<file path="src/rtl/booth_mul_sequencer.sv">
// rtl/booth_mul_sequencer.sv - issue/collect controller for a sequential Booth multiplier
// Serialises operand pairs into the multiplier and queues tagged results in a small FIFO.
module booth_mul_sequencer #(
    parameter int WIDTH     = 8,
    parameter int TAG_W     = 4,
    parameter int RES_DEPTH = 4,
    parameter int TIMEOUT   = 40
) (
    input  logic                 clk,
    input  logic                 reset,
    input  logic                 in_valid,
    output logic                 in_ready,
    input  logic [WIDTH-1:0]     in_a,
    input  logic [WIDTH-1:0]     in_b,
    input  logic [TAG_W-1:0]     in_tag,
    output logic                 mul_reset,
    output logic [WIDTH-1:0]     mul_a,
    output logic [WIDTH-1:0]     mul_b,
    input  logic [2*WIDTH-1:0]   mul_p,
    input  logic                 mul_rdy,
    output logic                 out_valid,
    input  logic                 out_ready,
    output logic [2*WIDTH-1:0]   out_p,
    output logic [TAG_W-1:0]     out_tag,
    output logic                 out_err,
    output logic                 busy
);
    localparam int PTR_W = (RES_DEPTH > 1) ? $clog2(RES_DEPTH) : 1;
    localparam int CNT_W = $clog2(RES_DEPTH + 1);
    localparam int TO_W  = $clog2(TIMEOUT + 1);
    localparam int EW    = TAG_W + 2 * WIDTH + 1;

    localparam logic [1:0] S_IDLE = 2'd0;
    localparam logic [1:0] S_LOAD = 2'd1;
    localparam logic [1:0] S_RUN  = 2'd2;

    logic [1:0]       state_q, state_d;
    logic [WIDTH-1:0] a_q, a_d, b_q, b_d;
    logic [TAG_W-1:0] tag_q, tag_d;
    logic [TO_W-1:0]  to_q, to_d;
    logic [EW-1:0]    mem_q [RES_DEPTH];
    logic [EW-1:0]    mem_d [RES_DEPTH];
    logic [PTR_W-1:0] wr_ptr_q, wr_ptr_d, rd_ptr_q, rd_ptr_d;
    logic [CNT_W-1:0] count_q, count_d;
    logic             push, pop;
    logic [EW-1:0]    push_data;

    assign in_ready  = (state_q == S_IDLE) && (count_q < CNT_W'(RES_DEPTH));
    assign mul_reset = reset || (state_q == S_LOAD);
    assign mul_a     = a_q;
    assign mul_b     = b_q;
    assign busy      = (state_q != S_IDLE);
    assign out_valid = (count_q != '0);
    assign pop       = out_valid && out_ready;
    assign {out_tag, out_p, out_err} = mem_q[rd_ptr_q];

    always_comb begin
        state_d   = state_q;
        a_d       = a_q;
        b_d       = b_q;
        tag_d     = tag_q;
        to_d      = to_q;
        push      = 1'b0;
        push_data = '0;
        case (state_q)
            S_IDLE: begin
                if (in_valid && in_ready) begin
                    a_d     = in_a;
                    b_d     = in_b;
                    tag_d   = in_tag;
                    state_d = S_LOAD;
                end
            end
            S_LOAD: begin
                to_d    = '0;
                state_d = S_RUN;
            end
            S_RUN: begin
                // A done flag in the final timeout cycle still counts as success.
                if (mul_rdy) begin
                    push      = 1'b1;
                    push_data = {tag_q, mul_p, 1'b0};
                    state_d   = S_IDLE;
                end else if (to_q == TO_W'(TIMEOUT - 1)) begin
                    push      = 1'b1;
                    push_data = {tag_q, {(2*WIDTH){1'b0}}, 1'b1};
                    state_d   = S_IDLE;
                end else begin
                    to_d = to_q + TO_W'(1);
                end
            end
            default: state_d = S_IDLE;
        endcase
    end

    always_comb begin
        mem_d = mem_q;
        if (push) begin
            mem_d[wr_ptr_q] = push_data;
        end
        wr_ptr_d = push ? wr_ptr_q + PTR_W'(1) : wr_ptr_q;
        rd_ptr_d = pop  ? rd_ptr_q + PTR_W'(1) : rd_ptr_q;
        count_d  = count_q;
        if (push && !pop && (count_q < CNT_W'(RES_DEPTH))) begin
            count_d = count_q + CNT_W'(1);
        end else if (pop && !push) begin
            count_d = count_q - CNT_W'(1);
        end
    end

    always_ff @(posedge clk) begin
        if (reset) begin
            state_q  <= S_IDLE;
            a_q      <= '0;
            b_q      <= '0;
            tag_q    <= '0;
            to_q     <= '0;
            wr_ptr_q <= '0;
            rd_ptr_q <= '0;
            count_q  <= '0;
            for (int i = 0; i < RES_DEPTH; i++) begin
                mem_q[i] <= '0;
            end
        end else begin
            state_q  <= state_d;
            a_q      <= a_d;
            b_q      <= b_d;
            tag_q    <= tag_d;
            to_q     <= to_d;
            wr_ptr_q <= wr_ptr_d;
            rd_ptr_q <= rd_ptr_d;
            count_q  <= count_d;
            mem_q    <= mem_d;
        end
    end
endmodule
</file>
<file path="config.mk">
export PLATFORM = sky130hd
export DESIGN_NAME = booth_mul_sequencer
export DESIGN_NICKNAME = d
export VERILOG_FILES = /design/src/rtl/booth_mul_sequencer.sv
export SDC_FILE = /design/constraint.sdc
export NUM_CORES = 1
export LEC_CHECK = 0
export CORE_MARGIN = 2
export CORE_UTILIZATION = 36
export CTS_CLUSTER_DIAMETER = 100
export CTS_CLUSTER_SIZE = 30
export DETAILED_ROUTE_END_ITERATION = 10
export SLEW_MARGIN = 40
export SYNTH_ARGS = -nofsm -noshare
export SYNTH_HDL_FRONTEND = slang
export SYNTH_SLANG_ARGS = --single-unit
</file>
<file path="constraint.sdc">
create_clock -name clk -period 3.05 [get_ports clk]
set_clock_uncertainty 0.2 [all_clocks]
set_input_delay 0.915 -clock clk [delete_from_list [all_inputs] [get_ports clk]]
set_output_delay 0.915 -clock clk [all_outputs]
set_load 0.01 [all_outputs]
</file>
# Word level (Yosys, flattened, before mapping)
# Cells that the tools add are included.
# classes
n_addsub	5
eq_ne	7
reduce_logical	18
n_mux	21
n_mul	0
n_bitwise	2
n_shift	0
order_cmp	4
div	0
# ops
op	count
two-way mux 21 bit	6
bitwise mux 84 bit	1
binary-select mux 21 bit (select 2 bit)	1
demux 21 bit (select 2 bit)	1
two-way mux 6 bit	2
case mux 6 bit (2 select lines)	1
logical AND 1 bit	7
adder 6 x 1 -> 6 bit, second input constant	1
equality test 6 bit, second input constant	1
greater-or-equal comparator 3 bit, second input constant	2
two-way mux 2 bit	3
two-way mux 3 bit	2
inverter 2 -> 3 bit	2
case mux 2 bit (3 select lines)	1
nonzero test 2 bit	3
adder 2 x 1 -> 2 bit, second input constant	2
inequality test 2 bit, second input constant	2
AND reduction 2 bit	2
adder 3 x 1 -> 3 bit, second input constant	1
< comparator 3 x 1 -> 1 bit, second input constant	1
< comparator 3 bit, second input constant	1
two-way mux 1 bit	3
inequality test 3 bit, second input constant	1
AND reduction 3 bit	1
other kinds (8)	9
# word_totals
in_bits	41
latchBits	0
mem_bits_ro	0
mem_bits_rw	0
regBits	119
out_inout_bits	41
memories	0
word_cells	69

# Longest topological paths before layout
# Gate-level depths: netlist (run 1).
# logic_depth
ltp_word	8
mapped_depth	9
mapped_depth_nobuf	8

# Least setup slack after synthesis (run 1)
# OpenSTA, ideal clock, no wires.
# synth_path
path_type	input-to-reg
startpoint	input mul_rdy
endpoint	register count_q[2]
arrival_time_ns	2.376
t_required_ns	2.734
n_path_buf	1
setup_slack_ns	0.358
cell_stages	7
setup_time_ns	0.116
path_cell_list	and3b_1 o21bai_1 clkbuf_1 nand2_1 fa_1 a211o_1 and4_1
# synth_via
elab_chain_cells	5
word_cells_on_any_way	8
classes_between	mux: 3; reduce/logical: 5
# synth_rtl
element	line	source
from (decl)	20	input logic mul_rdy,
two-way mux 1 bit (*)	80	if (mul_rdy) begin
two-way mux 1 bit (*)	65	case (state_q)
logical AND 1 bit or zero test 1 bit (tied branches)	104, 106	
logical AND 1 bit (on tied branches)	104, 106	
two-way mux 3 bit or nonzero test 2 bit (tied branches)	--	
to (signal assigned)	132	count_q <= count_d;
to (decl)	44	logic [CNT_W-1:0] count_q, count_d;
# Mark *: on every way between the ends. The rest lies on a longest branch, timed or not.
# A chain may end at the register's enable or synchronous reset.

# Worst setup path in the final report (run 1)
# layout_path
startpoint	register rd_ptr_q[0]
endpoint	output out_p[8]
# layout_via
elab_chain_cells	4
# layout_rtl
element	line	source
from (decl)	43	logic [PTR_W-1:0] wr_ptr_q, wr_ptr_d, rd_ptr_q, rd_ptr_d;
from (signal assigned)	131	rd_ptr_q <= rd_ptr_d;
inverter 2 -> 3 bit (implied by the code)	55	assign {out_tag, out_p, out_err} = mem_q[rd_ptr_q];
binary-select mux 21 bit (select 2 bit)	55	
two-way mux 21 bit (implied by the code) (2 in series)	55	
to (decl)	23	output logic [2*WIDTH-1:0] out_p,
# No other way between the ends. The select of a mux whose other input is x is not followed.

==> results.toml, run 1 <==
[clocking]
clock_tree.htree_level_count = 4
tritoncts_clock_tree = "yes"
path_clk_slew_ps = 50
cts.sinks = 119
clk_path_buf_depth = 2
clk_latency_ps = 410
cts_hold_buf = 0
clk_root_buffer_cell = "sky130_fd_sc_hd__clkbuf_16"
number_of_clock_buffers_inserted_by_tritoncts = 17

[critical_path]
cp_data_arrival_time_ps = 1990
reg2reg_depth = 6
worstPathBufferInverterCount = 2
worst_setup_path_start_kind = "flip-flop"
critical_path_cell_sequence = "buf_6, mux4_2, clkdlybuf4s50_1"
crit_family = "buffers and inverters"
path_max_fanout = 12
setup.worst_path.class = "flip-flop to output port"
slowest_delay_ps = 530
rr_endpoint = "count_q[0]$_SDFFE_PP0P_"
reg2reg_setup_slack_ps = 830
critical-path-slowest-cell = "sky130_fd_sc_hd__mux4_2"
end_kind = "output port"
r2r_start = "to_q[0]$_SDFFE_PP0P_"
required_ps = 1930

[synthesis]
synthDominantCellAreaShare_pct = 46.2
synth.area.top_cells = "sky130_fd_sc_hd__dfxtp_1 (46%), sky130_fd_sc_hd__a21oi_1 (11%), sky130_fd_sc_hd__mux4_2 (9.2%)"
synthCells = 587
synth_area_um2 = 5160
synth_cell_types = 41
postSynth.topFlopCell = "sky130_fd_sc_hd__dfxtp_1"
synth_largest_area_cell = "sky130_fd_sc_hd__dfxtp_1"
yosys_register_bits = 119
avg_inst_size_synth_um2 = 8.79
number_of_enable_flip_flop_cells_after_synthesis = 0
seq_area_frac_synth_pct = 46.2
postSynthNetCount = 634
yosys_warn_count = 0
postSynth.asyncResetShare_pct = 0

[sta]
final.period_utilization_pct = 102
unrepaired_setup_endpoints_after_global_routing = "true"
slew_headroom_pct = 45.3
clock.fmax_mhz = 322
final_max_slew_viol_count = 0
fin_ws_ps = -53.5
timing.hold.ws_ps = 255
period_needed_ps = 3100
setup_viol = 15
timing_worst_slew_pin_value_ps = 819
final-hold-violation-count = 0

[power]
power_density_nw_per_um2 = 679
power.share.switching_pct = 26.2
irDropWorstVdd_v = 0.000470
power.combinational.fraction_pct = 17.6
netSwitchingPower_mw = 1.20
p_leak_nw = 2.28
cell_internal_pwr_mw = 3.38
seq_power_share_pct = 36.9
clockPowerShare_pct = 45.5

[global_routing]
grt_util_met1_pct = 23.4
grt_pass1_wl_um = 22600
grt_pass1_vias = 4502
grt.busiest_layer = "met2"
track_usage_pct = 19.1
globalRouteOverflowTotal = 0
grt_util_met3_pct = 5.13
initial_antenna_violation_count = 0
grt.met2_usage_pct = 31.6
maximum_number_of_pins_on_one_net_before_global_route_repair = 116

[drt]
drcViolationCount = 0
detail_route.vias_per_cell = 5.56
drt-wirelength-per-cell_um = 16.8
drt_iter0_markers = 498
first_pass_iters = 7
finalWirelength_um = 14200
route.antenna.remaining_nets = 0
via_count = 4700

[hold_path]
timing.hold.worst_endpoint = "mul_b[4]$_SDFFE_PP0P_"
worstHoldPathType = "flip-flop to flip-flop"
hold_start = "mul_b[4]$_SDFFE_PP0P_"
whs_path_depth = 2

[die]
die_area_um2 = 15300
design.core.area_um2 = 13900
die-width_um = 124
design.portCount = 82
start_util_pct = 37.0
fp-row-count = 43
fp.dieH_um = 124

[status]
status = "finished with violations"
violations_in_the_final_reports = "negative setup slack"

[final_layout]
stdcell_area_um2 = 6750
fillerInstances = 1312
layout-drive-gt1-share_pct = 12.5
final_antenna_diode_count = 0
area_grow_syn2layout_pct = 30.8
final_nets = 700

[run]
timing.max_cap.violations = 0

[place]
detailedPlacementHpwl_um = 8240
gp_routability_congestion = 0.794
portBuffers = 81
detailed_place.area_um2 = 6120
preCtsSetupSlack_ps = 99.0
## state kept, by name, indices dropped and copies added (netlist names)
| name | count |
|---|---|
| tag_q | 4 |
| mul_a | 8 |
| count_q | 3 |
| to_q | 6 |
| mul_b | 8 |
| state_q | 2 |
| rd_ptr_q | 2 |
| mem_q | 84 |
| wr_ptr_q | 2 |
## cell type report
type | count | area, µm² | share of cell area, %
clock inverter | 13 | 180 | 2.67
inverter | 7 | 26.3 | 0.389
timing repair buffer | 104 | 1000 | 14.8
sequential | 119 | 2380 | 35.3
tap | 180 | 225 | 3.34
multi-input combinational | 404 | 2500 | 37.1
clock buffer | 19 | 433 | 6.41
## power by group through the flow
stage	Combinational, mW	Sequential (mW)	Clock, mW
2_1_floorplan	0.470	1.72	0
3_3_place_gp	0.788	1.72	0
3_5_place_dp	0.805	1.72	0
4_1_cts	0.816	1.69	2.12
5_1_grt	0.880	1.70	2.19
6_report	0.809	1.69	2.09
## synth_stat cells, types with 2 or more instances
library cell and number:
sky130_fd_sc_hd__a21oi_1 109, sky130_fd_sc_hd__ha_1 5, sky130_fd_sc_hd__or2_2 2, sky130_fd_sc_hd__inv_1 7, sky130_fd_sc_hd__nand2b_1 3, sky130_fd_sc_hd__buf_6 2, sky130_fd_sc_hd__o21ai_0 85, sky130_fd_sc_hd__nor2b_1 3
sky130_fd_sc_hd__mux4_2 21, sky130_fd_sc_hd__dfxtp_1 119, sky130_fd_sc_hd__buf_2 15, sky130_fd_sc_hd__nand2_1 52, sky130_fd_sc_hd__o2111ai_1 3, sky130_fd_sc_hd__nand3_1 85, sky130_fd_sc_hd__clkbuf_1 39, sky130_fd_sc_hd__xnor2_1 2
sky130_fd_sc_hd__nor2_1 8, sky130_fd_sc_hd__xor2_1 3, sky130_fd_sc_hd__mux2_4 2
## worst reg2reg max path, delay by kind of cell, from the launching register on
family	cells	cell delay, ps
multiplexers	2	630
flip-flops	1	400
adder cells (fa/ha/maj)	1	270
buffers and inverters	1	270
AO/OA/AOI/OAI	1	190
AND/OR/NAND/NOR	1	140
## layer usage
layer / part of all wire (%) / vias up
met2: 48 / 188
met3: 7.4 / 23
li1: - / 2243
met5: 0 / -
met4: 1.6 / 0
met1: 43 / 2246
## logic make-up after synthesis
| kind of cell | synth area share, % |
|---|---|
| XOR/XNOR | 0.849 |
| AND/OR/NAND/NOR | 15.4 |
| multiplexers | 9.94 |
| flip-flops | 46.2 |
| AO/OA/AOI/OAI | 20.6 |
| adder cells (fa/ha/maj) | 1.60 |
| buffers and inverters | 5.38 |
## metrics by stage
step	instances	setup TNS [ps]	utilization (%)	power [mW]
floorplan	587	0	-	2.19
global placement	812	0	43.9	2.50
detailed placement	812	0	43.9	2.52
CTS	845	-873	48.4	4.62
global route	846	-1460	48.4	4.77
finish	846	-498	48.4	4.58
## layout by cell type, fill, tap and decap left out, drive strengths merged, types with 2 or more instances in the layout
cell,Yosys,final
a21oi,109,109
buf,18,23
bufinv,0,4
clkbuf,39,20
clkdlybuf4s50,0,74
clkinv,0,6
clkinvlp,0,3
dfxtp,119,119
dlygate4sd2,0,6
ha,5,5
inv,7,7
mux2,2,2
mux4,21,21
nand2,52,52
nand2b,3,3
nand3,85,85
nor2,8,8
nor2b,3,3
nor3b,2,2
o2111ai,3,3
o21ai,86,86
or2,2,2
xnor2,2,2
xor2,3,3
## timing repair
item | 4_1_cts | 5_1_grt
setup endpoints to repair | 21 | 18
gates resized for setup | 8 | 1
setup buffers | 1 | 1
hold endpoints to repair | 0 | 0
pin swaps | 0 | 0
## worst max-delay path by stage
stage | startpoint | end | cells past startpoint | slack (ps)
5_1_grt | rd_ptr_q[0]$_SDFFE_PP0P_ | out_err | 4 | -110
3_5_place_dp | mul_rdy | count_q[0]$_SDFFE_PP0P_ | 6 | 100
2_1_floorplan | mul_rdy | count_q[2]$_SDFFE_PP0P_ | 7 | 360
4_1_cts | rd_ptr_q[0]$_SDFFE_PP0P_ | out_p[8] | 3 | -70
6_report | rd_ptr_q[0]$_SDFFE_PP0P_ | out_p[8] | 3 | -50
3_3_place_gp | mul_rdy | count_q[0]$_SDFFE_PP0P_ | 6 | 120
Power figures use the tool's default switching activity.
==> run 2, diff against run 1 <==
Settings changed: ABC_CLOCK_PERIOD_IN_PS set to 3050.
==> results of run 2 <==
The final DEF is identical to that of run 1; final timing and power are the same.
==> run 3, diff against run 2 <==
Settings changed: ABC_CLOCK_PERIOD_IN_PS 3050 to 3900, CORE_MARGIN 2 to not set.
Clock period 3.05 ns to 3.9 ns, I/O delays scaled along.
==> run 3 against run 2 <==
  * The run now ends clean
  * Power is 28% lower
  * Non-clock buffer count is 9 lower
  * Sequential cell count stayed put
  * Utilization is 1.1 points lower
  * Sequential share of layout area is 0.81 points higher
  * Register-to-register slack better by 810 ps
  * Global-route usage is 1.2 points higher
  * Die area is 3.2% lower
  * Hold slack worse by 3.5 ps
  * Clock power is 33% lower
  * Combinational power is 27% lower
  * Routed wire length is 0.58% lower
  * Critical path type unchanged
  * Critical endpoint is now out_p[6]
==> results.toml, run 3 (synthesis gave the netlist of run 1 again) <==
[status]
status = "finished, final reports clean"

[global_routing]
track_usage_pct = 20.3
globalRouteOverflowTotal = 0
grt_pass1_vias = 4655
maximum_number_of_pins_on_one_net_before_global_route_repair = 116
initial_antenna_violation_count = 0
grt_pass1_wl_um = 23300

[final_layout]
multi_input_area_um2 = 2500
final-seq-area_um2 = 2380
flip_flop_count_of_the_largest_register_after_layout = 84
final_antenna_diode_count = 0
final-instance-count-excl-fill = 834
layout.cells.most_common_list = "sky130_fd_sc_hd__dfxtp_1 (119), sky130_fd_sc_hd__a21oi_1 (109), sky130_fd_sc_hd__nand3_1 (85), sky130_fd_sc_hd__o21ai_0 (85), sky130_fd_sc_hd__clkdlybuf4s50_1 (80)"
fillerInstances = 1318
top_register = "mem_q"
final_nets = 691
layout_commonest_cell = "sky130_fd_sc_hd__dfxtp_1"
area_grow_syn2layout_pct = 27.8
layout-drive-gt1-share_pct = 10.4

[clocking]
cts.sinks = 119
clock_tree.htree_level_count = 4
tritoncts_clock_tree = "yes"
post-cts-setup-buffers = 0
clk_path_buf_depth = 2
post_cts_resized = 0
cts_hold_buf = 0
clk_latency_ps = 410
number_of_clock_buffers_inserted_by_tritoncts = 17
clk_root_buffer_cell = "sky130_fd_sc_hd__clkbuf_16"
path_clk_slew_ps = 50

[critical_path]
setup.worst_path.class = "flip-flop to output port"
worst_setup_path_start_kind = "flip-flop"
end_kind = "output port"
required_ps = 2530
path_max_fanout = 7
cp_data_arrival_time_ps = 2260

[sta]
setup_viol = 0
final-hold-violation-count = 0
period_needed_ps = 3630
final_max_slew_viol_count = 0
fin_tns_setup_ps = 0
timing_worst_slew_pin_value_ps = 852
unrepaired_setup_endpoints_after_global_routing = "false"
slew_headroom_pct = 43.2
final.period_utilization_pct = 93.0
clock.fmax_mhz = 276

[drt]
drcViolationCount = 0
drt_iter0_markers = 568
route.antenna.remaining_nets = 0
via_count = 4639
drt-wirelength-per-cell_um = 16.9
finalWirelength_um = 14100
detail_route.vias_per_cell = 5.56
first_pass_iters = 5

[die]
start_util_pct = 37.0
design.portCount = 82
die-width_um = 122
fp.dieH_um = 122
die_area_um2 = 14800
design.core.area_um2 = 13900
fp-row-count = 43

[run]
timing.max_cap.violations = 0

[hold_path]
worstHoldPathType = "flip-flop to flip-flop"

[power]
p_leak_nw = 2.16
power_density_nw_per_um2 = 503
irDropWorstVdd_v = 0.000339

[place]
gp_routability_congestion = 0.772
post-place-cells = 805
detailedPlacementHpwl_um = 8030
portBuffers = 81
-- run 3: worst max-delay path, cell delays in order, from the launching register on --
cell and delay (ps):
sky130_fd_sc_hd__dfxtp_1 580, sky130_fd_sc_hd__buf_4 250, sky130_fd_sc_hd__mux4_2 520, sky130_fd_sc_hd__clkdlybuf4s50_1 490
-- run 3: power by group --
part	switching [mW]	internal, mW	total (mW)	leakage, nW
sequential	0.0530	1.27	1.33	0.963
clock	0.517	0.882	1.40	0.258
combinational	0.307	0.284	0.591	0.943
total	0.877	2.44	3.32	2.16
-- run 3: metal layers --
metal / vias to the layer above / GRT usage, % / share of wire, %
met3: 14 / 6.88 / 7.8
met4: 0 / 5.86 / 0.93
met1: 2217 / 25.2 / 43
met2: 186 / 33.3 / 48
li1: 2222 / - / -
met5: - / 0 / 0
-- run 3: layout make-up --
cell class | instances | share of cell area, %
multi-input cells | 404 | 37.9
flip-flops and latches | 119 | 36.1
repair buffers | 95 | 14.1
clock buffers | 26 | 7.72
well taps | 180 | 3.42
inverters | 7 | 0.398
clock inverters | 3 | 0.266
-- run 3: path summary, 6_finish.rpt --
path | from | end | slack (ps) | cells after the start
setup reg to reg | wr_ptr_q[1]$_SDFFE_PP0P_ | mem_q[59]$_SDFFE_PP0P_ | 1640 | 6
hold / removal | mul_a[6]$_SDFFE_PP0P_ | mul_a[6]$_SDFFE_PP0P_ | 250 | 2
setup / recovery | rd_ptr_q[1]$_SDFFE_PP0P_ | out_p[6] | 270 | 3
hold reg to reg | mul_a[6]$_SDFFE_PP0P_ | mul_a[6]$_SDFFE_PP0P_ | 250 | 2
-- run 3: through the flow --
step | hold slack [ps] | worst slack [ps] | area, µm² | total power [mW] | utilization, %
2_1_floorplan | 250 | 893 | 5160 | 1.71 | -
3_3_place_gp | 242 | 492 | 6060 | 1.93 | 43.5
3_5_place_dp | 251 | 485 | 6060 | 1.94 | 43.5
4_1_cts | 261 | 245 | 6590 | 3.35 | 47.3
5_1_grt | 285 | 176 | 6590 | 3.47 | 47.3
6_report | 252 | 274 | 6590 | 3.32 | 47.3
